$ cat src/rtl/led_pattern_ctrl.sv
// led_pattern_ctrl: multi-channel LED pattern generator.
// Each channel is set at run time to OFF, ON, BLINK or BURST. Half-periods
// are counted in ticks from one shared free-running prescaler.
// Optional feature: define LED_PATTERN_PWM_EN to add a global brightness
// PWM stage on the LED outputs. Without it, brightness is ignored.
module led_pattern_ctrl #(
  parameter logic [31:0] CLOCK_FREQUENCY = 32'd33_000_000,
  parameter logic [31:0] TICK_HZ         = 32'd1000,
  parameter int          NUM_CH          = 4,
  parameter int          HALF_W          = 16,
  parameter int          CNT_W           = 4,
  parameter int          GAP_HALVES      = 4,
  localparam int         CH_W            = (NUM_CH > 1) ? $clog2(NUM_CH) : 1
) (
  input  logic              clk,
  input  logic              rst_n,
  input  logic              cfg_we,
  input  logic [CH_W-1:0]   cfg_ch,
  input  logic [1:0]        cfg_mode,
  input  logic [HALF_W-1:0] cfg_half,
  input  logic [CNT_W-1:0]  cfg_count,
  input  logic [3:0]        brightness,
  output logic [NUM_CH-1:0] led,
  output logic [NUM_CH-1:0] burst_wrap
);

  // Handshake: cfg_we is a single-cycle write strobe with no back-pressure.
  // A write is always accepted in the cycle it is seen, and it targets
  // channel cfg_ch. A cfg_ch value with no matching channel selects nothing,
  // so the write is dropped.

  localparam logic [31:0] TICK_DIV   = CLOCK_FREQUENCY / TICK_HZ;
  localparam int          PSC_W      = (TICK_DIV > 32'd1) ? $clog2(TICK_DIV) : 1;
  localparam logic [PSC_W-1:0] PSC_RELOAD = PSC_W'(TICK_DIV - 32'd1);
  // The gap length is GAP_HALVES*half. It is held three bits wider than half,
  // so the product cannot wrap.
  localparam int          GAP_W      = HALF_W + 3;

  typedef enum logic [1:0] {
    MODE_OFF   = 2'd0,
    MODE_ON    = 2'd1,
    MODE_BLINK = 2'd2,
    MODE_BURST = 2'd3
  } mode_e;

  typedef enum logic {
    ST_ACTIVE = 1'b0,
    ST_GAP    = 1'b1
  } st_e;

  // Prescaler
  logic [PSC_W-1:0] psc_q;
  logic             tick;

  assign tick = (psc_q == '0);

  // Free-running down-counter. Configuration writes never restart it.
  always_ff @(posedge clk or negedge rst_n) begin
    if (!rst_n) begin
      psc_q <= '0;
    end else if (tick) begin
      psc_q <= PSC_RELOAD;
    end else begin
      psc_q <= psc_q - PSC_W'(1);
    end
  end

  // Per-channel state
  mode_e             mode_q  [NUM_CH];
  mode_e             mode_d  [NUM_CH];
  logic [HALF_W-1:0] half_q  [NUM_CH];
  logic [HALF_W-1:0] half_d  [NUM_CH];
  logic [CNT_W-1:0]  count_q [NUM_CH];
  logic [CNT_W-1:0]  count_d [NUM_CH];
  logic [HALF_W-1:0] hcnt_q  [NUM_CH];
  logic [HALF_W-1:0] hcnt_d  [NUM_CH];
  logic [CNT_W-1:0]  bcnt_q  [NUM_CH];
  logic [CNT_W-1:0]  bcnt_d  [NUM_CH];
  logic [GAP_W-1:0]  gcnt_q  [NUM_CH];
  logic [GAP_W-1:0]  gcnt_d  [NUM_CH];
  logic [GAP_W-1:0]  gap_len [NUM_CH];
  logic              ph_q    [NUM_CH];
  logic              ph_d    [NUM_CH];
  st_e               st_q    [NUM_CH];
  st_e               st_d    [NUM_CH];

  logic [NUM_CH-1:0] wr_sel;
  logic [NUM_CH-1:0] lit_d;
  logic [NUM_CH-1:0] wrap_d;
  logic [NUM_CH-1:0] led_d;
  logic [NUM_CH-1:0] led_q;
  logic [NUM_CH-1:0] wrap_q;
  logic              pwm_on;

  // Decode the write strobe into one select bit per channel.
  always_comb begin
    wr_sel = '0;
    for (int i = 0; i < NUM_CH; i++) begin
      wr_sel[i] = cfg_we && (cfg_ch == CH_W'(i));
    end
  end

  // Next-state logic for every channel. The lit value is taken from the
  // next state, so the registered led follows its cause by one clock.
  always_comb begin
    for (int i = 0; i < NUM_CH; i++) begin
      mode_d[i]  = mode_q[i];
      half_d[i]  = half_q[i];
      count_d[i] = count_q[i];
      hcnt_d[i]  = hcnt_q[i];
      bcnt_d[i]  = bcnt_q[i];
      gcnt_d[i]  = gcnt_q[i];
      ph_d[i]    = ph_q[i];
      st_d[i]    = st_q[i];
      wrap_d[i]  = 1'b0;
      lit_d[i]   = 1'b0;
      gap_len[i] = GAP_W'(GAP_HALVES) * GAP_W'(half_q[i]);

      if (wr_sel[i]) begin
        // A write beats a same-cycle tick on this channel.
        mode_d[i]  = mode_e'(cfg_mode);
        half_d[i]  = (cfg_half == '0) ? HALF_W'(1) : cfg_half;
        count_d[i] = cfg_count;
        hcnt_d[i]  = '0;
        bcnt_d[i]  = '0;
        gcnt_d[i]  = '0;
        ph_d[i]    = 1'b1;
        st_d[i]    = ST_ACTIVE;
      end else begin
        unique case (mode_q[i])
          MODE_OFF: begin
            hcnt_d[i] = '0;
            bcnt_d[i] = '0;
            gcnt_d[i] = '0;
          end
          MODE_ON: begin
          end
          MODE_BLINK: begin
            if (tick) begin
              if (hcnt_q[i] == half_q[i] - HALF_W'(1)) begin
                hcnt_d[i] = '0;
                ph_d[i]   = ~ph_q[i];
              end else begin
                hcnt_d[i] = hcnt_q[i] + HALF_W'(1);
              end
            end
          end
          MODE_BURST: begin
            if (count_q[i] == '0) begin
              // A zero-length burst is treated as permanently off.
              hcnt_d[i] = '0;
              bcnt_d[i] = '0;
              gcnt_d[i] = '0;
            end else if (st_q[i] == ST_ACTIVE) begin
              if (tick) begin
                if (hcnt_q[i] == half_q[i] - HALF_W'(1)) begin
                  hcnt_d[i] = '0;
                  if (!ph_q[i]) begin
                    // This toggle ends an off-phase and completes one blink.
                    bcnt_d[i] = bcnt_q[i] + CNT_W'(1);
                    if (bcnt_q[i] + CNT_W'(1) == count_q[i]) begin
                      st_d[i]   = ST_GAP;
                      ph_d[i]   = 1'b0;
                      gcnt_d[i] = '0;
                    end else begin
                      ph_d[i] = 1'b1;
                    end
                  end else begin
                    ph_d[i] = 1'b0;
                  end
                end else begin
                  hcnt_d[i] = hcnt_q[i] + HALF_W'(1);
                end
              end
            end else begin
              if (tick) begin
                if (gcnt_q[i] + GAP_W'(1) >= gap_len[i]) begin
                  gcnt_d[i] = '0;
                  hcnt_d[i] = '0;
                  bcnt_d[i] = '0;
                  ph_d[i]   = 1'b1;
                  st_d[i]   = ST_ACTIVE;
                  wrap_d[i] = 1'b1;
                end else begin
                  gcnt_d[i] = gcnt_q[i] + GAP_W'(1);
                end
              end
            end
          end
        endcase
      end

      unique case (mode_d[i])
        MODE_OFF:   lit_d[i] = 1'b0;
        MODE_ON:    lit_d[i] = 1'b1;
        MODE_BLINK: lit_d[i] = ph_d[i];
        MODE_BURST: lit_d[i] = (count_d[i] != '0) && (st_d[i] == ST_ACTIVE) && ph_d[i];
      endcase
    end
  end

  // Per-channel state registers.
  always_ff @(posedge clk or negedge rst_n) begin
    if (!rst_n) begin
      for (int i = 0; i < NUM_CH; i++) begin
        mode_q[i]  <= MODE_OFF;
        half_q[i]  <= '0;
        count_q[i] <= '0;
        hcnt_q[i]  <= '0;
        bcnt_q[i]  <= '0;
        gcnt_q[i]  <= '0;
        ph_q[i]    <= 1'b0;
        st_q[i]    <= ST_ACTIVE;
      end
    end else begin
      for (int i = 0; i < NUM_CH; i++) begin
        mode_q[i]  <= mode_d[i];
        half_q[i]  <= half_d[i];
        count_q[i] <= count_d[i];
        hcnt_q[i]  <= hcnt_d[i];
        bcnt_q[i]  <= bcnt_d[i];
        gcnt_q[i]  <= gcnt_d[i];
        ph_q[i]    <= ph_d[i];
        st_q[i]    <= st_d[i];
      end
    end
  end

`ifdef LED_PATTERN_PWM_EN
  logic [3:0] pwm_q;

  // Free-running duty counter; led is enabled for brightness+1 of 16 counts.
  always_ff @(posedge clk or negedge rst_n) begin
    if (!rst_n) begin
      pwm_q <= 4'd0;
    end else begin
      pwm_q <= pwm_q + 4'd1;
    end
  end

  assign pwm_on = (pwm_q <= brightness);
`else
  logic unused_brightness;

  assign unused_brightness = ^brightness;
  assign pwm_on            = 1'b1;
`endif

  assign led_d = lit_d & {NUM_CH{pwm_on}};

  // Registered LED drive and burst-wrap pulses.
  always_ff @(posedge clk or negedge rst_n) begin
    if (!rst_n) begin
      led_q  <= '0;
      wrap_q <= '0;
    end else begin
      led_q  <= led_d;
      wrap_q <= wrap_d;
    end
  end

  assign led        = led_q;
  assign burst_wrap = wrap_q;

endmodule
$ cat config.mk
export PLATFORM = sky130hd
export DESIGN_NAME = led_pattern_ctrl
export DESIGN_NICKNAME = d
export VERILOG_FILES = /design/src/rtl/led_pattern_ctrl.sv
export SDC_FILE = /design/constraint.sdc
export NUM_CORES = 1
export LEC_CHECK = 0
export CORE_ASPECT_RATIO = 0.8
export CORE_MARGIN = 8
export CORE_UTILIZATION = 65
export DETAILED_ROUTE_END_ITERATION = 6
export DONT_BUFFER_PORTS = 1
export PLACE_DENSITY_LB_ADDON = 0.15
export SETUP_SLACK_MARGIN = 0.1
export SLEW_MARGIN = 10
export SYNTH_ARGS = -nofsm -noshare
export SYNTH_HDL_FRONTEND = slang
export SYNTH_SLANG_ARGS = --single-unit
export TNS_END_PERCENT = 30
$ cat constraint.sdc
create_clock -name clk -period 9.3 [get_ports clk]
set_clock_uncertainty 0.2 [all_clocks]
set_input_delay 0.93 -clock clk [delete_from_list [all_inputs] [get_ports clk]]
set_output_delay 0.93 -clock clk [all_outputs]
set_load 0.01 [all_outputs]
## Yosys cells after proc, flatten, opt, wreduce, memory -nomap -nowiden

Cells that the tools add are included.
W data, S select, Z words.

- Register bits after elaboration: 276
- Output and inout port bits: 8

- Bitwise logic cells: 8
- Magnitude comparators: 4
- Mux-type cells: 234
- Eq/ne operators: 55
- Reduce and logical (&&, ||, !) cells: 51
- $add $sub $neg: 17

Operator list:

| operator | number |
|---|---|
| $mux W19 | 36 |
| $mux W16 | 30 |
| $pmux W16 S3 | 4 |
| $pmux W19 S2 | 4 |
| $mux W4 | 36 |
| $mux W1 | 108 |
| $ne A5 B5 Y1 const B | 20 |
| $sub A16 B1 Y16 const B | 5 |
| $add A19 B1 Y19 const B | 4 |
| $ge A19 B18 Y1 | 4 |
| $add A16 B1 Y16 const B | 4 |
| $eq A16 B16 Y1 | 4 |
| $reduce_and A5 Y1 | 8 |
| $eq A2 B2 Y1 const B | 18 |
| $logic_not A16 Y1 | 2 |
| $pmux W4 S2 | 4 |
| $reduce_bool A4 Y1 | 8 |
| $logic_not A2 Y1 | 9 |
| $add A4 B1 Y4 const B | 4 |
| $eq A4 B4 Y1 | 4 |
| $logic_not A4 Y1 | 4 |
| $ne A4 B4 Y1 const B | 4 |
| $pmux W1 S4 | 4 |
| $logic_and A1 B1 Y1 | 12 |
| other kinds (6) | 29 |

## Depth between registers and ports, before layout

- Word-level depth: 14
- Mapped depth: 20
- Gate-level depth less buffers: 17

## Worst setup path before layout

Ideal clock, no wire load.

- Kind: register to register
- Start: reg gcnt_q[19] (netlist bit)
- End: reg hcnt_q[17] (netlist bit)
- Data arrival time: 3.795 ns
- Cell stages (with the launch flop): 21
- Required time: 8.971 ns
- Period minus slack after synthesis: 4.124 ns
- Setup slack: 5.176 ns
- Buffers on the path: 3
- Cells stage by stage: dfrtp_1 ha_1 clkbuf_1 and4_1 nand2_1 nor2_1 nand2_1 nor2_1 xor2_1 ha_1 a21o_1 a21oi_1 o31ai_1 a311oi_1 a31oi_1 nand3b_1 a21oi_1 or2_2 clkbuf_1 buf_2 o21ai_0

- Word-level cells in the longest chain between the ends: 4

Ends and longest elaborated chain:

| item | line | RTL |
|---|---|---|
| start, declared | 79 | `logic [GAP_W-1:0] gcnt_q [NUM_CH];` |
| start signal, assigned by index | 222 | `gcnt_q[i] <= gcnt_d[i];` |
| $add A19 B1 Y19 | 177 | `if (gcnt_q[i] + GAP_W'(1) >= gap_len[i]) begin` |
| $ge A19 B18 Y1 | 177 |  |
| $ne A5 B5 Y1 (no source line) | - |  |
| $reduce_and A3 Y1 (no source line) | - |  |
| end signal, assigned by index | 220 | `hcnt_q[i] <= hcnt_d[i];` |
| end, declared | 75 | `logic [HALF_W-1:0] hcnt_q [NUM_CH];` |

Every way passes these cells.
A chain may end at the register's enable or synchronous reset.

## Final worst setup path

- Start: reg gcnt_q[59] (netlist bit)
- End: reg hcnt_q[57] (netlist bit)

Same word-level chain as after synthesis.

==> reports/summary.txt <==
Run status - finished, final reports clean
Slowest cell on crit path - a21oi_1
Critical Path Sink - hcnt_q[57]$_DFFE_PN0P_
Max Freq - 187.1 MHz
CTS H-tree depth - 1
# setup viols final - 0
Setup_tns - 0 ns
#FFs+latches synth - 276
Gate Count Post-Synth - 2,094
P per Cell Area - 171.4 nW/um2
P_leak - 0.008419 uW
P&R area growth vs syn - 7.093%
YS warnings - 0
Worst slew pin tran - 1.163 ns
CP Max Fanout - 13
HP Class - primary input to async pin
Std-Cell Rows - 54
Worst path max stage delay - 0.92 ns
Register area share after synthesis - 38.35%
CTS Root Cell - clkbuf_16
GRT Overall Usage - 26.79%
Grt ovf - 0
Clock transition at path regs - 0.06 ns
Filler instances - 2,068
Vias - 15,280
Worst skew pair latency - 0.58 ns
First-pass GRT wire length - 73,590 um
Post-route cell area - 19,290 um2
Clk buf depth - 3
Die height - 164.9 um
# resized after CTS - 0
Max-slew violations - 0
Hold Vio Cnt, Final - 0
Fraction of layout cells with a size suffix above 1 - 5.159%
Async SR Flop Fraction - 100.0%
Fin Hold WS - 0.06806 ns
Slew headroom - 22.49%
I/O Buffers - 0
Number of distinct library cells after synthesis - 85
Dominant synthesized flop cell - dfrtp_1
Final period utilization - 57.46%
Total iterations of the first detailed-routing run - 7
R2R depth - 16
Reg2reg setup slack - 3.96 ns
Synthesized area - 18,010 um2
Setup crit end kind - flop
Critical path type - flop to flop
Placer Congestion - 0.9040
Iter 0 DRT Violations - 1,313
CTS Sinks - 276
Maximum number of pins on one net before global-route repair - 277
Vias in the first global route - 14,490
Tot Pwr - 3305 uW
Wire per inst - 18.48 um
Via/cell ratio - 6.266
DRT antenna net count - 0
R2r endpoint - hcnt_q[57]$_DFFE_PN0P_
Syn Nets - 2,212
Die X - 202.1 um
CP Cell Sequence - nand3_1 -> nor2_1 -> nand3_1 -> nor3_1 -> nand3_1 -> xnor2_1 -> ha_1 -> nand4_1 -> a31oi_1 -> o311ai_0 -> o2111ai_1 -> o21ai_0 -> nand3_1 -> a21oi_1 -> inv_1 -> a31oi_1
Most used cell, CP - nand3_1
Die area - 33,320 um2
Max IR drop VDD - 168.2 uV
Starting density of the core - 66.14%
Post-route setup slack - 3.956 ns
Max cap viols - 0
Required @ worst endpoint - 9.60 ns
CP top delay family - compound AO/OA/AOI/OAI gates
Top-Level Pins - 39
Logic depth of the worst path, buffers included - 16
Nets - 2,169
Number of synthesized flops with an enable pin - 0
Initial antenna violation count - 1
TritonCTS clock tree - done
CTS Buf Count - 30
Final min period - 5.344 ns
R2R Path Start - gcnt_q[59]$_DFFE_PN0P_
DP Worst Slack - 4.035 ns
Placed Area - 18,180 um2
Core ar. - 27,230 um2
WP buf/inv - 1
Syn avg cell area - 8.601 um2
Startpoint Class - flop
DRC viols - 0
Drt total wl - 45,080 um
Crit path DAT - 5.64 ns
Post-DP HPWL - 31,910 um
Worst setup path startpoint - gcnt_q[59]$_DFFE_PN0P_
RSZ-0062 raised after global routing - no
## logic make-up (layout without fill, tap and decap cells)
logic type / count (synthesis) / after routing / synth area share (%)
AND/OR/NAND/NOR: 876 / 876 / 24.75
AO/OA/AOI/OAI: 423 / 423 / 15.06
flip-flops: 276 / 276 / 38.35
XOR/XNOR: 208 / 208 / 10.12
buffers and inverters: 203 / 183 / 4.467
adder cells (fa/ha/maj): 87 / 87 / 6.044
multiplexers: 21 / 21 / 1.209
other: 0 / 1 / 0
## routing by layer
layer | track usage, % | up-vias | part of all wire, %
met1 | 36.53 | 7287 | 44
li1 | - | 7330 | -
met3 | 5.568 | 116 | 8.0
met4 | 11.39 | 0 | 4.2
met2 | 41.28 | 550 | 44
met5 | 0 | - | 0
## area by class of cell
cell class              count  area (um2)  share of cell area, %
inverters                 115       431.7                  2.238
flip-flops and latches    276        6907                  35.81
repair buffers             13       137.6                 0.7136
clock buffers              51       959.7                  4.976
diodes                      1       2.502                0.01297
multi-input cells        1615       10310                  53.45
well taps                 364       455.4                  2.361
clock inverters             4       85.08                 0.4411
## Yosys cell counts (all sizes together) (7+ instances only)
cell | number | area share, %
nor3b | 8 | 0.36
mux2i | 15 | 0.83
and2 | 17 | 0.59
a211oi | 12 | 0.50
nand2 | 269 | 5.6
dfrtp | 276 | 38
nor3 | 53 | 1.5
o211ai | 10 | 0.42
a21o | 24 | 1.0
or2 | 7 | 0.24
xnor2 | 112 | 5.4
nand3 | 120 | 3.3
o41ai | 9 | 0.48
o31ai | 27 | 1.2
o21a | 7 | 0.29
nor2 | 147 | 3.1
a31oi | 23 | 0.80
nor4 | 45 | 2.0
and4 | 13 | 0.63
nand4 | 49 | 1.7
inv | 115 | 2.4
nor2b | 23 | 0.80
ha | 87 | 6.0
or4 | 16 | 0.71
and3 | 32 | 1.1
a31o | 13 | 0.63
or3 | 19 | 0.66
nand3b | 7 | 0.29
buf | 22 | 0.69
nand2b | 36 | 1.3
o21ai | 199 | 5.6
clkbuf | 66 | 1.4
xor2 | 96 | 4.7
a21oi | 42 | 1.2
## registers in the layout, summed over array words and instances, names as in the netlist
signal / cells
half_q: 64
mode_q: 8
count_q: 16
bcnt_q: 16
st_q: 4
hcnt_q: 64
led: 4
psc_q: 16
burst_wrap: 4
gcnt_q: 76
ph_q: 4
## power by group
group	switching, uW	internal [uW]
clock	503	752
combinational	419	234
sequential	116	1280
## cells in the final DEF (no fill, tap or decap), types with 36 or more instances in the layout
| master | synthesis | layout |
|---|---|---|
| nor2_1 | 146 | 144 |
| dfrtp_1 | 276 | 276 |
| o21ai_0 | 178 | 177 |
| nand4_1 | 49 | 49 |
| nand2b_1 | 36 | 36 |
| ha_1 | 87 | 87 |
| xnor2_1 | 112 | 112 |
| inv_1 | 115 | 115 |
| nor4_1 | 38 | 38 |
| nand3_1 | 120 | 120 |
| a21oi_1 | 41 | 41 |
| xor2_1 | 96 | 96 |
| nor3_1 | 52 | 52 |
| nand2_1 | 268 | 268 |
## per-stage QoR
step	utilization [%]	instances
final	70.83	2439
after global routing	70.83	2439
after CTS	70.72	2437
after detailed placement	66.79	2381
after global placement	66.79	2381
after floorplan	-	2094
## what timing repair did
item	in CTS	in global routing
hold endpoints to repair	276	0
hold buffers	1	0
buffers inserted	0	0
## worst reg2reg max path, stage by stage (launching register included)
cell	delay, ns
dfrtp_1	0.43
nand3_1	0.22
nor2_1	0.26
nand3_1	0.16
nor3_1	0.55
nand3_1	0.17
xnor2_1	0.24
ha_1	0.28
nand4_1	0.09
a31oi_1	0.09
o311ai_0	0.36
o2111ai_1	0.27
o21ai_0	0.46
nand3_1	0.13
a21oi_1	0.92
inv_1	0.21
a31oi_1	0.23
## worst min path at each step
stage,cells past startpoint,to,slack [ns],startpoint
4_1_cts,2,mode_q[7]$_DFF_PN0_,0.25,cfg_mode[1]
3_5_place_dp,2,gcnt_q[55]$_DFFE_PN0P_,0.28,gcnt_q[55]$_DFFE_PN0P_
2_1_floorplan,1,psc_q[0]$_DFF_PN0_,0.25,psc_q[0]$_DFF_PN0_
3_3_place_gp,2,gcnt_q[55]$_DFFE_PN0P_,0.27,gcnt_q[55]$_DFFE_PN0P_
5_1_grt,1,hcnt_q[46]$_DFFE_PN0P_,0.15,rst_n
6_report,1,gcnt_q[41]$_DFFE_PN0P_,0.07,rst_n
No activity file was read; power rests on OpenSTA's default activity.
==> patch, RTL diff (config.mk and constraints unchanged) <==
The option `LED_PATTERN_PWM_EN` is turned on by a define.
--- a/src/rtl/led_pattern_ctrl.sv
+++ b/src/rtl/led_pattern_ctrl.sv
@@ -3,6 +3,8 @@
 // are counted in ticks from one shared free-running prescaler.
 // Optional feature: define LED_PATTERN_PWM_EN to add a global brightness
 // PWM stage on the LED outputs. Without it, brightness is ignored.
+`define LED_PATTERN_PWM_EN
+
 module led_pattern_ctrl #(
   parameter logic [31:0] CLOCK_FREQUENCY = 32'd33_000_000,
   parameter logic [31:0] TICK_HZ         = 32'd1000,
Check against the original RTL: not settled (the Yosys comparison gave no result); the edit may change what the design does.
==> patch against the unedited design <==
- power increased by 0.41%
- synthesized cell count is 4.2% higher
- sequential cell count up 4
- wire length grew 7.5%
- critical path depth decreased by 2
- first-iteration DRC count increased by 23%
- area after synthesis grew 4.4%
- final area up 3.6%
- setup slack lost 0.26 ns
==> patch: results (changes against the unedited design) <==
{| class="wikitable"
! Metric !! Value
|-
| Status || finished, final reports clean
|-
| Slack of the worst reg-to-reg path || 3.69 ns (-0.26 ns)
|-
| Relative slew slack || 19.54% (-2.9 points)
|-
| CP arrival || 5.86 ns (+0.22 ns)
|-
| Synth cell count leaders || sky130_fd_sc_hd__nand2_1 (295), sky130_fd_sc_hd__dfrtp_1 (280), sky130_fd_sc_hd__o21ai_0 (178)
|-
| Num CTS Buffers || 29 (-3.3%)
|-
| Combined global-route utilization of all metal layers || 27.59% (+0.80 points)
|-
| Avg Vias per Cell || 6.425 (+2.5%)
|-
| Count of nets after finishing || 2253 (+3.9%)
|-
| Initial DRC Count || 1610 (+23%)
|-
| Antenna violations before repair || 3 (+2)
|-
| Dominant delay contributor by cell family on the critical path || simple AND/OR/NAND/NOR gates
|-
| Area post-placement || 18950 um^2 (+4.2%)
|-
| Start point of the critical path || gcnt_q[40]
|-
| Cell depth of the worst flop-to-flop path || 14 (-2)
|-
| Sum of net half-perimeters after detailed placement || 34530 um (+8.2%)
|-
| Sum of routed wire length over all layers || 48460 um (+7.5%)
|-
| Largest net degree at the start of global routing || 281 (+1.4%)
|-
| Distinct cells, synth || 99 (+16%)
|-
| Main area contributors after synthesis || sky130_fd_sc_hd__dfrtp_1 (37%), sky130_fd_sc_hd__ha_1 (6.1%), sky130_fd_sc_hd__nand2_1 (5.9%)
|-
| Peak per-stage delay on the critical path || 0.79 ns (-0.13 ns)
|-
| Top_reg_cell synth || sky130_fd_sc_hd__dfrtp_1
|-
| Sequential share of the synthesized area || 37.27% (-1.1 points)
|-
| Wire length of the first global-routing pass || 78710 um (+7.0%)
|-
| Final Wtd Congestion || 0.9218 (+2.0%)
|-
| CP Max Fanout || 16 (+3)
|-
| Via count of the first global-routing pass || 15150 (+4.5%)
|-
| Highest ir drop seen on vdd || 166.6 uV (-0.96%)
|-
| Drt pass-1 iters || 5 (-2)
|-
| Worst setup path end || hcnt_q[32]
|-
| Share of cells above drive strength 1 || 6.369% (+1.2 points)
|}
-- patch: layout make-up --
class	instances	area, um^2
Antenna cell	1	2.502
Clock buffer	46	919.6
Clock inverter	6	58.81
Fill cell	2221	8362
Inverter	114	427.9
Multi-Input combinational cell	1692	10970
Sequential cell	280	7007
Tap cell	370	462.9
Timing Repair Buffer	13	137.6
-- patch: routing by layer --
layer / up-vias / track usage (%) / share of wire (%) / wire length, um
li1: 7725 / - / - / -
met1: 7809 / 39.94 / 45 / 21670
met2: 567 / 41.20 / 44 / 21320
met3: 104 / 5.103 / 7.9 / 3849
met4: 0 / 8.937 / 3.3 / 1617
met5: - / 0 / 0 / 0
-- patch: metrics by stage --
step,hold slack (ns),setup WS (ns),std cells
5_1_grt,0.1637,3.424,2521
3_5_place_dp,0.2558,3.853,2467
4_1_cts,0.2460,3.810,2520
2_1_floorplan,0.2288,4.725,2182
3_3_place_gp,0.2454,3.985,2467
6_report,0.1283,3.693,2522
-- patch: kinds of logic (layout without fill, tap and decap cells) --
kind of cell	count (synthesis)	after routing	share of synthesized area [%]
flip-flops	280	280	37.27
other	0	1	0
AND/OR/NAND/NOR	904	904	24.72
XOR/XNOR	191	191	8.898
buffers and inverters	210	179	4.426
adder cells (fa/ha/maj)	92	92	6.123
multiplexers	47	47	2.682
AO/OA/AOI/OAI	458	458	15.89
-- patch: where the power goes --
group          leakage, nW  switching, mW  internal (mW)
clock                0.490          0.495          0.700
combinational         4.52          0.439          0.261
sequential            3.69          0.126           1.30
-- patch: worst reg2reg max path: stages, from the launching register on --
cell and delay (ns):
sky130_fd_sc_hd__dfrtp_1 0.48, sky130_fd_sc_hd__nand3_1 0.24, sky130_fd_sc_hd__nor4_1 0.79, sky130_fd_sc_hd__nand3_1 0.22
sky130_fd_sc_hd__xnor2_1 0.17, sky130_fd_sc_hd__ha_1 0.29, sky130_fd_sc_hd__and4_1 0.16, sky130_fd_sc_hd__o311a_1 0.33
sky130_fd_sc_hd__o311a_1 0.33, sky130_fd_sc_hd__or4_4 0.58, sky130_fd_sc_hd__a21o_1 0.23, sky130_fd_sc_hd__a21oi_2 0.51
sky130_fd_sc_hd__or2_1 0.55, sky130_fd_sc_hd__nor2_1 0.12, sky130_fd_sc_hd__mux2_2 0.28
-- patch: what timing repair did --
item / CTS / global route
hold buffers: 1 / 0
hold endpoints to repair: 280 / 0
setup endpoints to repair: 0 / 0
